==> src/rtl/rv_core_pkg.sv <==
// Shared definitions for the integer-core writeback path: register address
// width selection, register count and the writeback source tag.
package rv_core_pkg;

    // RV32E exposes 16 architectural registers, RV32I exposes 32.
    function automatic int raddr_w(input bit emb);
        return emb ? 4 : 5;
    endfunction

    // Architectural register count of the full RV32I file.
    localparam int NUM_REGS = 32;

    typedef enum logic [1:0] {
        WB_NONE = 2'd0,
        WB_ALU  = 2'd1,
        WB_LSU  = 2'd2
    } wb_src_e;

endpackage

==> src/rtl/wb_scoreboard.sv <==
// Pending-load scoreboard: one bit per register, set when a load issues and
// cleared when its result is accepted; answers the issue-stage hazard query.
module wb_scoreboard
    import rv_core_pkg::*;
#(
    parameter int RAW = 4,
    localparam int NR = 1 << RAW
) (
    input  logic           clk,
    input  logic           rst_n,
    input  logic           set_en,
    input  logic [RAW-1:0] set_idx,
    input  logic           clr_en,
    input  logic [RAW-1:0] clr_idx,
    input  logic           iss_valid,
    input  logic [RAW-1:0] iss_rs1,
    input  logic [RAW-1:0] iss_rs2,
    input  logic [RAW-1:0] iss_rd,
    output logic [NR-1:0]  pending,
    output logic           hazard
);

    logic [NR-1:0] pending_q;
    logic [NR-1:0] pending_d;

    // Clear first so a same-cycle set on the same register takes precedence.
    always_comb begin
        pending_d = pending_q;
        if (clr_en) begin
            pending_d[clr_idx] = 1'b0;
        end
        if (set_en) begin
            pending_d[set_idx] = 1'b1;
        end
        pending_d[0] = 1'b0;
    end

    always_ff @(posedge clk or negedge rst_n) begin
        if (!rst_n) begin
            pending_q <= '0;
        end else begin
            pending_q <= pending_d;
        end
    end

    // The destination term stalls a second load to a register still in flight.
    always_comb begin
        hazard = iss_valid & (pending_q[iss_rs1] | pending_q[iss_rs2] | pending_q[iss_rd]);
    end

    assign pending = pending_q;

endmodule

==> src/rtl/regfile_writeback.sv <==
// Register-file writer: ALU-over-LSU arbitration into a one-cycle writeback
// register, plus load scoreboard and pre-commit forwarding for the issue stage.
module regfile_writeback
    import rv_core_pkg::*;
#(
    parameter bit embedded = 1'b1,
    localparam int RAW = raddr_w(embedded),
    localparam int NR = 1 << RAW
) (
    input  logic           clk,
    input  logic           rst_n,
    input  logic           alu_valid,
    input  logic [RAW-1:0] alu_rd,
    input  logic [31:0]    alu_data,
    input  logic           lsu_valid,
    output logic           lsu_ready,
    input  logic [RAW-1:0] lsu_rd,
    input  logic [31:0]    lsu_data,
    input  logic           iss_valid,
    input  logic           iss_load,
    input  logic [RAW-1:0] iss_rd,
    input  logic [RAW-1:0] iss_rs1,
    input  logic [RAW-1:0] iss_rs2,
    input  logic           iss_fire,
    output logic           hazard,
    output logic           rs1_fwd_valid,
    output logic [31:0]    rs1_fwd_data,
    output logic           rs2_fwd_valid,
    output logic [31:0]    rs2_fwd_data,
    output logic [RAW-1:0] RdAddr,
    output logic [31:0]    RdData,
    output logic [NR-1:0]  pending
);

    logic           alu_wr;
    logic           lsu_acc;
    logic           sb_set;
    wb_src_e        wb_src;
    logic [RAW-1:0] rd_addr_q;
    logic [RAW-1:0] rd_addr_d;
    logic [31:0]    rd_data_q;
    logic [31:0]    rd_data_d;

    // An ALU result aimed at x0 is not a write, so it does not block the LSU.
    always_comb begin
        alu_wr    = alu_valid & (alu_rd != '0);
        lsu_ready = rst_n & ~alu_wr;
        lsu_acc   = lsu_valid & lsu_ready;
        sb_set    = iss_fire & iss_load & (iss_rd != '0);
    end

    // Accepted loads to x0 are consumed here and never reach the write port.
    always_comb begin
        wb_src = WB_NONE;
        if (alu_wr) begin
            wb_src = WB_ALU;
        end else if (lsu_acc && (lsu_rd != '0)) begin
            wb_src = WB_LSU;
        end
    end

    always_comb begin
        rd_addr_d = '0;
        rd_data_d = rd_data_q;
        unique case (wb_src)
            WB_ALU: begin
                rd_addr_d = alu_rd;
                rd_data_d = alu_data;
            end
            WB_LSU: begin
                rd_addr_d = lsu_rd;
                rd_data_d = lsu_data;
            end
            default: begin
            end
        endcase
    end

    always_ff @(posedge clk or negedge rst_n) begin
        if (!rst_n) begin
            rd_addr_q <= '0;
            rd_data_q <= '0;
        end else begin
            rd_addr_q <= rd_addr_d;
            rd_data_q <= rd_data_d;
        end
    end

    wb_scoreboard #(
        .RAW(RAW)
    ) u_scoreboard (
        .clk      (clk),
        .rst_n    (rst_n),
        .set_en   (sb_set),
        .set_idx  (iss_rd),
        .clr_en   (lsu_acc),
        .clr_idx  (lsu_rd),
        .iss_valid(iss_valid),
        .iss_rs1  (iss_rs1),
        .iss_rs2  (iss_rs2),
        .iss_rd   (iss_rd),
        .pending  (pending),
        .hazard   (hazard)
    );

    // The value on the write port is not yet readable from the register file.
    always_comb begin
        rs1_fwd_valid = (iss_rs1 != '0) & (iss_rs1 == rd_addr_q);
        rs2_fwd_valid = (iss_rs2 != '0) & (iss_rs2 == rd_addr_q);
        rs1_fwd_data  = rd_data_q;
        rs2_fwd_data  = rd_data_q;
    end

    assign RdAddr = rd_addr_q;
    assign RdData = rd_data_q;

endmodule

==> config.mk <==
export PLATFORM = sky130hd
export DESIGN_NAME = regfile_writeback
export DESIGN_NICKNAME = d
export VERILOG_FILES = /design/src/rtl/rv_core_pkg.sv /design/src/rtl/wb_scoreboard.sv /design/src/rtl/regfile_writeback.sv
export SDC_FILE = /design/constraint.sdc
export NUM_CORES = 1
export LEC_CHECK = 0
export ABC_AREA = 1
export BUFFER_PORTS_ARGS = -buffer_cell sky130_fd_sc_hd__buf_4
export CAP_MARGIN = 20
export CORE_ASPECT_RATIO = 1.75
export CORE_MARGIN = 2
export CORE_UTILIZATION = 44
export DETAILED_ROUTE_END_ITERATION = 12
export PLACE_DENSITY = 0.81
export REMOVE_ABC_BUFFERS = 1
export SLEW_MARGIN = 20
export SYNTH_ARGS = -nofsm -noshare
export SYNTH_HDL_FRONTEND = slang
export SYNTH_SLANG_ARGS = --single-unit
==> constraint.sdc <==
create_clock -name clk -period 1.25 [get_ports clk]
set_input_delay 0.0625 -clock clk [delete_from_list [all_inputs] [get_ports clk]]
set_output_delay 0.0625 -clock clk [all_outputs]
set_load 0.02 [all_outputs]
==> impl_results.md <==
- Status: finished, violations left
- Violated checks: negative hold slack, negative setup slack
- Placed Cells: 745
- Fin Hold WS: -0.155 ns
- Die area: between 0.008 and 0.009 mm2
- Grt ovf: 0
- Clock Pin Slew Worst Setup and Hold Paths: ~0.07 ns
- Yosys cell types: 24
- Slew Limit Fails: 0
- Register area share after synthesis: 36.5%
- Most common cell after layout, fill and taps aside: buf_4
- Top cell by count, worst path: nand2_1
- Final Skew: 0 ns
- Port bufs: 209
- Initial Utilization: approximately 45%
- Yosys Warn Count: 0
- Number of global-route vias before repair: a little under 4000
- Antenna viol nets, final: 0
- PnR worst setup slack: -0.403 ns
- Register bit count reported by yosys: 51
- Area grow syn2layout: 51.6%
- Row count: 43
- Crit path launch type: flip-flop
- Most frequent cells in the layout: 249 x buf_4, 183 x nand2_1, 45 x dfrtp_1
- Synth area leaders: dfrtp_1 37%, nand2_1 20%, buf_4 15%, nand3_1 4.6%, inv_1 4.2%
- Clock Tree Root: clkbuf_16
- Mapped cell area: 0.00349 mm2
- Worst flop-to-flop path startpoint: u_scoreboard.pending[5]$_DFF_PN0_
- Worst skew pair latency: 0.29 ns
- Final core occ: around two thirds
- Fillers: 686
- Crit-path cells: nand2_1, nand2_1, nand2_1, nand2_2, nand2_1, nand2_1, inv_1, nand2_1, nor2_1, a21oi_1, buf_4
- Req. time, crit path: 1.19 ns
- Syn Area/Cell: a little over 7 um2
- Reg2reg setup slack: 0.36 ns
- N_diodes: 0
- # setup viols final: 3
- LEAKAGE: ~3 nW
- Final layout net count: 784
- Post-synth top area share: 36.5%
- Tightest Pin Transition: ~0.66 ns
- Max Fclk: roughly 600 MHz
- RSZ-0062 raised after global routing: true
- Multi-input logic area: 0.00152 mm2
- Setup crit end: hazard
- CP max stage delay: 0.44 ns
- Tmin final: 1.65 ns
- Cells after Synth: 495
- Critical path class: flip-flop to output port
- Hold WC Path Type: input pin to async pin
- Vias/cell: 5.12
- CP Max Fanout: 4
- CTS tree: yes
- Via count: between 4000 and 5000
- Max Cap Violations: 0
- Critical path arrival: ~1.6 ns
- Largest net degree at the start of global routing: 53
- H-tree levels: 2
- Routed len/inst: ~16 um
- IO Count: 211
- P per Cell Area: 1220 mW/mm2
- Fin crit share: 132%
- Clock Tree Buf Depth: 2
- Reg2reg end: u_scoreboard.pending[5]$_DFF_PN0_
- DRT iter0 DRCs: 231
- Initial antenna violation count: 0
- Worst vdd ir: 0.000666 V
- Layout Cells excl Fill: 784
- Slowest-stage cell, CP: dfrtp_2
- Sink Count: 51
- Final wirelength: 12900 um
- Setup crit end kind: output port
- Worst r2r path cells: 3
- First-pass GRT wire length: between 15000 and 20000 um
- Yosys top cell by area: dfrtp_1
- Die H: 122 um
- Core area: 0.00780 mm2
- Layout cell share with drive strength beyond 1: 39.8%
- Worst Setup SP: u_scoreboard.pending[8]$_DFF_PN0_
- Slew margin rel.: 55.8%
- Total GRT Usage: approximately 29%
- Overall die width: between 70 and 80 um
- Hold Vio Cnt, Final: 51
- DPL Wire Length: 9970 um
- First-pass iteration count of the detailed router: 4
- # DRC: 0
- Pre-CTS WS: -0.481 ns
- CTS Buf Count: 5
- Register area: 0.00128 mm2
- GPL Wtd Cong: 0.925
cell usage after synthesis (all sizes together):
library cell and n:
o22ai 6, nor4 2, a21boi 32, clkbuf 4
o31ai 3, o211ai 4, a21oi 5, nand4 1
buf 76, dfrtp 51, conb 1, o21ai 29
inv 40, nand2 187, nand3 33, nor2 21
state kept, by name, summed over array words and instances, names as in the netlist:
register	cells
RdData	32
RdAddr	4
u_scoreboard.pending	15
what timing repair did:
action                                  CTS  global route
pin swaps                                 7             3
hold endpoints to repair                 71            52
gates cloned                              0             0
resized for setup                         8             9
endpoints found under the setup margin   35             4
buffers inserted                          7             3
hold buffers                             20             1
critical path: cells and delay by family (launching register included):
kind	cells	cell delay (ns)
AOI/OAI and AO/OA	1	0.07
buffers and inverters	2	0.22
DFF	1	0.44
and+or+nand+nor	8	0.57
area by class of cell:
type                    count  area share (%)
repair buffers            271            39.5
multi-input cells         324            28.8
flip-flops and latches     51            24.2
inverters                  40            2.83
clock buffers               7            2.50
well taps                  90            2.13
clock inverters             1          0.0945
metal layers:
layer / vias to the layer above / track usage [%] / wire (um)
met5: - / 0 / 0
met4: 0 / 12.0 / 455
met3: 32 / 3.89 / 866
met2: 197 / 58.2 / 7410
met1: 1884 / 28.8 / 4190
li1: 1902 / - / -
stage by stage:
stage                     power, mW  setup TNS, ns  cell area [um2]  hold WS (ns)
after floorplan                3.43         -13.25             2930        -0.233
after global routing           6.80         -0.963             5300        -0.109
after CTS                      6.45         -0.654             5250       -0.0401
after global placement         4.97         -11.46             4840         0.261
final                          6.48         -0.762             5300        -0.155
after detailed placement       5.01         -14.11             4840         0.270
worst min path at each step:
stage                      from                            endpoint  slack, ns  depth (start not counted)
after global placement    rst_n   u_scoreboard.pending[4]$_DFF_PN0_       0.26                          2
after detailed placement  rst_n   u_scoreboard.pending[7]$_DFF_PN0_       0.27                          2
final                     rst_n  u_scoreboard.pending[11]$_DFF_PN0_      -0.16                          2
after CTS                 rst_n  u_scoreboard.pending[11]$_DFF_PN0_      -0.04                          2
after global routing      rst_n   u_scoreboard.pending[5]$_DFF_PN0_      -0.11                          2
after floorplan           rst_n                 RdAddr[0]$_DFF_PN0_      -0.23                          0
cells by family (layout without fill, tap and decap cells):
kind of cell / Yosys count / in the layout / share of synthesized area (%)
AO/OA/AOI/OAI: 79 / 79 / 14.6
other: 1 / 1 / 0.107
AND/OR/NAND/NOR: 244 / 244 / 28.2
flip-flops: 51 / 51 / 36.5
buffers and inverters: 120 / 319 / 20.5
power breakdown:
part	total (mW)	internal (mW)	switching, mW
Sequential	2.27	1.91	0.360
Clock	1.31	0.741	0.571
Combinational	2.89	1.32	1.57
No activity file was read; power rests on OpenSTA's default activity.
